$ cat src/rtl/dm_periph_pkg.sv
// Shared definitions for dm-bus responder peripherals: register offsets,
// CTRL bit positions, bus FSM states and the byte-lane merge helper.
package dm_periph_pkg;

  localparam logic [1:0] REG_COUNT   = 2'd0;
  localparam logic [1:0] REG_COMPARE = 2'd1;
  localparam logic [1:0] REG_CTRL    = 2'd2;
  localparam logic [1:0] REG_STATUS  = 2'd3;

  localparam int unsigned CTRL_ENABLE      = 0;
  localparam int unsigned CTRL_IRQ_EN      = 1;
  localparam int unsigned CTRL_AUTO_RELOAD = 2;

  typedef enum logic [1:0] {
    ST_IDLE = 2'd0,
    ST_WAIT = 2'd1,
    ST_DONE = 2'd2
  } bus_state_e;

  function automatic logic [31:0] merge_be(input logic [31:0] old_v,
                                           input logic [31:0] new_v,
                                           input logic [3:0]  mask);
    logic [31:0] r;
    r = old_v;
    for (int unsigned i = 0; i < 4; i++) begin
      if (mask[i]) r[i*8 +: 8] = new_v[i*8 +: 8];
    end
    return r;
  endfunction

endpackage

$ cat src/rtl/dm_timer_core.sv
// Timer datapath: prescaler, COUNT/COMPARE/CTRL/STATUS registers, match
// detection and level IRQ, updated through a single write strobe.
module dm_timer_core
  import dm_periph_pkg::*;
#(
  parameter int unsigned PRESCALE = 16
) (
  input  logic        clk_i,
  input  logic        rst_i,
  input  logic        wr_en_i,
  input  logic [1:0]  wr_addr_i,
  input  logic [31:0] wr_data_i,
  input  logic [3:0]  wr_mask_i,
  output logic [31:0] count_o,
  output logic [31:0] compare_o,
  output logic [2:0]  ctrl_o,
  output logic        match_o,
  output logic        irq_o
);

  localparam int unsigned PW = (PRESCALE > 1) ? $clog2(PRESCALE) : 1;
  localparam logic [PW-1:0] PRESC_MAX = PW'(PRESCALE - 1);

  logic [PW-1:0] presc_q, presc_d;
  logic [31:0]   count_q, count_d;
  logic [31:0]   compare_q, compare_d;
  logic [2:0]    ctrl_q, ctrl_d;
  logic          match_q, match_d;
  logic          tick;
  logic          match_set;

  always_comb begin
    presc_d   = presc_q;
    count_d   = count_q;
    compare_d = compare_q;
    ctrl_d    = ctrl_q;
    match_d   = match_q;
    tick      = 1'b0;
    match_set = 1'b0;

    if (ctrl_q[CTRL_ENABLE]) begin
      if (presc_q == PRESC_MAX) begin
        presc_d = '0;
        tick    = 1'b1;
      end else begin
        presc_d = presc_q + 1'b1;
      end
    end

    if (tick) begin
      if (count_q == compare_q) begin
        match_set = 1'b1;
        count_d   = ctrl_q[CTRL_AUTO_RELOAD] ? '0 : count_q + 32'd1;
      end else begin
        count_d   = count_q + 32'd1;
      end
    end

    // CPU writes override the tick; match set is applied last so it beats W1C.
    if (wr_en_i) begin
      case (wr_addr_i)
        REG_COUNT: begin
          count_d = merge_be(count_q, wr_data_i, wr_mask_i);
          presc_d = '0;
        end
        REG_COMPARE: compare_d = merge_be(compare_q, wr_data_i, wr_mask_i);
        REG_CTRL:    if (wr_mask_i[0]) ctrl_d = wr_data_i[2:0];
        REG_STATUS:  if (wr_mask_i[0] && wr_data_i[0]) match_d = 1'b0;
        default: ;
      endcase
    end

    if (match_set) match_d = 1'b1;
  end

  always_ff @(posedge clk_i) begin
    if (rst_i) begin
      presc_q   <= '0;
      count_q   <= '0;
      compare_q <= '1;
      ctrl_q    <= '0;
      match_q   <= 1'b0;
    end else begin
      presc_q   <= presc_d;
      count_q   <= count_d;
      compare_q <= compare_d;
      ctrl_q    <= ctrl_d;
      match_q   <= match_d;
    end
  end

  assign count_o   = count_q;
  assign compare_o = compare_q;
  assign ctrl_o    = ctrl_q;
  assign match_o   = match_q;
  assign irq_o     = match_q & ctrl_q[CTRL_IRQ_EN];

endmodule

$ cat src/rtl/dm_timer_responder.sv
// Timer peripheral on the urv_cpu dm bus: wait-state bus FSM and read mux
// in front of the timer core.
module dm_timer_responder
  import dm_periph_pkg::*;
#(
  parameter int unsigned WAIT_STATES = 1,
  parameter int unsigned PRESCALE    = 16
) (
  input  logic        clk_i,
  input  logic        rst_i,
  input  logic        sel_i,
  input  logic [1:0]  addr_i,
  input  logic [31:0] data_i,
  input  logic [3:0]  data_select_i,
  input  logic        store_i,
  input  logic        load_i,
  output logic [31:0] data_o,
  output logic        load_done_o,
  output logic        store_done_o,
  output logic        ready_o,
  output logic        irq_o
);

  localparam int unsigned WW = (WAIT_STATES > 1) ? $clog2(WAIT_STATES) : 1;

  bus_state_e  state_q, state_d;
  logic [WW-1:0] wait_cnt_q, wait_cnt_d;
  logic        ready_q, ready_d;
  logic [1:0]  addr_q, addr_d;
  logic [31:0] wdata_q, wdata_d;
  logic [3:0]  mask_q, mask_d;
  logic        store_q, store_d;
  logic [31:0] data_q, data_d;

  logic [31:0] count, compare;
  logic [2:0]  ctrl;
  logic        match;
  logic [1:0]  rd_addr;
  logic [31:0] rd_data;
  logic        req;
  logic        wr_en;

  // With zero wait states the read happens on the accept edge, before addr_q is valid.
  assign rd_addr = (state_q == ST_IDLE) ? addr_i : addr_q;

  always_comb begin
    rd_data = '0;
    case (rd_addr)
      REG_COUNT:   rd_data = count;
      REG_COMPARE: rd_data = compare;
      REG_CTRL:    rd_data = {29'd0, ctrl};
      REG_STATUS:  rd_data = {31'd0, match};
      default:     rd_data = '0;
    endcase
  end

  assign req = sel_i & (load_i | store_i) & ready_q;

  always_comb begin
    state_d    = state_q;
    wait_cnt_d = wait_cnt_q;
    ready_d    = ready_q;
    addr_d     = addr_q;
    wdata_d    = wdata_q;
    mask_d     = mask_q;
    store_d    = store_q;
    data_d     = data_q;

    case (state_q)
      ST_IDLE: begin
        if (req) begin
          addr_d  = addr_i;
          wdata_d = data_i;
          mask_d  = data_select_i;
          store_d = store_i;
          ready_d = 1'b0;
          if (WAIT_STATES == 0) begin
            state_d = ST_DONE;
            if (!store_i) data_d = rd_data;
          end else begin
            state_d    = ST_WAIT;
            wait_cnt_d = WW'(WAIT_STATES - 1);
          end
        end
      end
      ST_WAIT: begin
        if (wait_cnt_q == '0) begin
          state_d = ST_DONE;
          if (!store_q) data_d = rd_data;
        end else begin
          wait_cnt_d = wait_cnt_q - 1'b1;
        end
      end
      ST_DONE: begin
        state_d = ST_IDLE;
        ready_d = 1'b1;
      end
      default: begin
        state_d = ST_IDLE;
        ready_d = 1'b1;
      end
    endcase
  end

  always_ff @(posedge clk_i) begin
    if (rst_i) begin
      state_q    <= ST_IDLE;
      wait_cnt_q <= '0;
      ready_q    <= 1'b1;
      addr_q     <= '0;
      wdata_q    <= '0;
      mask_q     <= '0;
      store_q    <= 1'b0;
      data_q     <= '0;
    end else begin
      state_q    <= state_d;
      wait_cnt_q <= wait_cnt_d;
      ready_q    <= ready_d;
      addr_q     <= addr_d;
      wdata_q    <= wdata_d;
      mask_q     <= mask_d;
      store_q    <= store_d;
      data_q     <= data_d;
    end
  end

  assign wr_en        = (state_q == ST_DONE) & store_q;
  assign store_done_o = wr_en;
  assign load_done_o  = (state_q == ST_DONE) & ~store_q;
  assign ready_o      = ready_q;
  assign data_o       = data_q;

  dm_timer_core #(
    .PRESCALE (PRESCALE)
  ) u_core (
    .clk_i     (clk_i),
    .rst_i     (rst_i),
    .wr_en_i   (wr_en),
    .wr_addr_i (addr_q),
    .wr_data_i (wdata_q),
    .wr_mask_i (mask_q),
    .count_o   (count),
    .compare_o (compare),
    .ctrl_o    (ctrl),
    .match_o   (match),
    .irq_o     (irq_o)
  );

endmodule

$ cat config.mk
export PLATFORM = sky130hd
export DESIGN_NAME = dm_timer_responder
export DESIGN_NICKNAME = d
export VERILOG_FILES = /design/src/rtl/dm_periph_pkg.sv /design/src/rtl/dm_timer_core.sv /design/src/rtl/dm_timer_responder.sv
export SDC_FILE = /design/constraint.sdc
export NUM_CORES = 1
export LEC_CHECK = 0
export ABC_AREA = 1
export CORE_ASPECT_RATIO = 1.25
export CORE_MARGIN = 10
export CORE_UTILIZATION = 61
export DETAILED_ROUTE_END_ITERATION = 10
export PLACE_DENSITY = 0.95
export RECOVER_POWER = 25
export SYNTH_ARGS = -nofsm -noshare
export SYNTH_HDL_FRONTEND = slang
export SYNTH_SLANG_ARGS = --single-unit
$ cat constraint.sdc
create_clock -name clk_i -period 4.4 [get_ports clk_i]
set_input_delay 0.88 -clock clk_i [delete_from_list [all_inputs] [get_ports clk_i]]
set_output_delay 0.88 -clock clk_i [all_outputs]
set_load 0.02 [all_outputs]
==> metrics.cfg <==
[worst_setup_path]
r2r_slack_ns = 1.71
end_kind = flip-flop
r2r_cells = 10
r2r-start = u_core.compare_o[30]
timing.rr.end = u_core.count_o[28]
crit_required_ns = 4.68
path_max_fanout = 30
criticalPathCategory = in2reg
cp-start-kind = primary input
timing.critical_path.arrival_ns = 3.63

[final_layout]
seq_area_sq_um = 2923
fillers = 863
nets = 1182
n_antenna_cell = 0
multi_input_area_sq_um = 3826
drive_gt1_share_pct = 7.478
syn_to_final_growth_pct = 19.07

[placed_design]
pre_cts_ws_ns = 1.330
place_congestion = 0.9960
hpwl_mm = 14.87
io_buffers = 78

[clock_tree]
clockRootBuffer = clkbuf_16
clk_latency_ns = 0.42
cts_htree_levels = 4
post_cts_resized = 0
cts_tree = built
cts.path.max_buffers = 2
clk_pin_slew_ns = 0.06
holdBufCountCts = 0
cts_setup_buffers = 0
cts_buffers = 17
clock-sinks = 146

[global_route]
gr-total-overflow = 0
antenna_found_initial = 0
grt_max_degree = 68
grtUsageTotal_pct = 25.72
grt_pass1_wl_mm = 35.97
first_global_vias = 7361

[routing]
drt_iter0_drc = 895
firstDrtPassIters = 10
vias = 7650
wire_per_inst_um = 16.90
drc = 0
routed_via_density = 5.822
totalWireLength_mm = 22.20
final_antenna_net_count = 0

[timing]
rsz0062_at_grt = false
fin_crit_ns = 3.344
slew_headroom_pct = -14.61
hold_slack_ns = 0.4756
final.setup.worst_slack_ns = 1.056
worst_pin_slew_ns = 1.719
drv_slew = 31
skew_ns = 0.008255
setup_tns_ns = 0
min_period_over_period_pct = 76.00
setup_viol = 0
max_freq_ghz = 0.2991
hold_viol_final = 0

[logic_synthesis]
synth_top_cell_by_area = dfxtp_1
syn-num-nets = 1129
yosysWarnings = 0
syn_inst = 1084
yosysSeqAreaShare_pct = 39.00
ys_types = 46
avgSynthCellArea_sq_um = 6.913
netlist_area_sq_um = 7493
netlist.area_leader.share_pct = 39.00
ys_ff_latch = 146
yosys-top-cells-area = dfxtp_1, nand2_1, o21ai_0

[pwr]
leakage_uw = 0.003849
powerDensity_nw_per_um2 = 377.0
ir_drop_mv = 0.2417

[floorplanning]
die_height_um = 143.9
io_pins = 79
die_w_um = 119.1
num_rows = 45
start_util_pct = 61.90
core_area_sq_um = 12110
die_area_sq_um = 17150

[hold_path]
min_to = u_core.ctrl_o[1]
hold-path-cell-count = 2
hold_class = reg2reg
hp-start = u_core.ctrl_o[1]

[outcome]
violations = max-capacitance violations, max-slew violations
status = complete, but fails checks

[run]
drv_cap = 1

[cells in the mapped netlist (all sizes together)]
cell	instances
nand2	254
dfxtp	146
o21ai	145
nor2	135
inv	128
a21oi	53
nand3	41
clkbuf	31
nor3	23
xnor2	19
buf	17
xor2	16
o211ai	15
o21bai	15
o221ai	14
clkinv	8
nand4	7
a211oi	3
a41oi	2
ha	2
nand3b	2
o31ai	2
dlygate4sd1	1
nor3b	1
nor4	1
o311ai	1
o41ai	1
or2	1
[worst max-delay path by stage]
stage / from / slack [ns] / end / cells past startpoint
after floorplan: addr_i[1] / 2.61 / data_o[26] / 9
after CTS: store_i / 1.72 / wdata_q[22] / 7
after detailed placement: store_i / 1.33 / wdata_q[28] / 7
after global placement: store_i / 1.42 / wdata_q[26] / 7
after global routing: rst_i / 0.98 / u_core.count_o[2] / 5
final: rst_i / 1.06 / u_core.count_o[2] / 5
[critical path, cell delays in order]
cell           delay (ns)
dlygate4sd3_1        0.57
clkbuf_1             1.25
nor2_2               0.56
o211ai_1             0.26
o21ai_1              0.09
[cells in the final DEF, fill, tap and decap left out, types with 16 or more instances in the layout]
| cell | netlist | final |
|---|---|---|
| nand2_1 | 249 | 249 |
| dfxtp_1 | 146 | 146 |
| nor2_1 | 121 | 120 |
| o21ai_0 | 114 | 118 |
| inv_1 | 114 | 114 |
| clkdlybuf4s50_1 | 0 | 77 |
| a21oi_1 | 50 | 50 |
| nand3_1 | 36 | 36 |
| o21ai_1 | 28 | 24 |
| xnor2_1 | 19 | 19 |
| clkbuf_16 | 0 | 17 |
| xor2_1 | 16 | 16 |
[cells by family after synthesis]
logic type / share of synthesized area, %
AND/OR/NAND/NOR: 27.47
AO/OA/AOI/OAI: 19.14
buffers and inverters: 9.968
flip-flops: 39.00
XOR/XNOR: 4.091
adder cells (fa/ha/maj): 0.3339
[final cells by class]
class | count | share of cell area, %
inverter | 136 | 5.722
timing repair buffer | 83 | 9.269
sequential | 146 | 32.76
multi-input combinational | 753 | 42.88
clock buffer | 24 | 5.399
clock inverter | 8 | 1.669
tap | 164 | 2.300
[metrics by stage]
stage / instances / instance area (sq um) / power (uW) / util [%]
after floorplan: 1084 / 7493 / 1669 / -
after CTS: 1314 / 8926 / 3346 / 73.74
final: 1314 / 8922 / 3363 / 73.71
after global routing: 1314 / 8922 / 3443 / 73.71
after detailed placement: 1282 / 8295 / 1824 / 68.53
after global placement: 1282 / 8295 / 1812 / 68.53
[metal layers]
metal / up-vias / wire (um) / global-route usage [%]
met5: - / 0 / 0
met4: 0 / 998 / 14.75
met3: 98 / 2380 / 6.083
met2: 435 / 10470 / 42.67
met1: 3504 / 8351 / 29.83
li1: 3613 / - / -
[report_power, final]
group          switching [uW]  leakage, uW  internal [uW]
clock                     562     0.000301            996
sequential               52.6      0.00119           1380
combinational             229      0.00236            141
total                     844      0.00385           2520
[sequential cells by signal (all words and copies together) (netlist names), 3 cells and up]
| signal | count |
|---|---|
| u_core.presc_q | 4 |
| u_core.ctrl_o | 3 |
| u_core.count_o | 32 |
| data_o | 32 |
| mask_q | 4 |
| wdata_q | 32 |
| u_core.compare_o | 32 |
(Power assumes the default switching activity.)
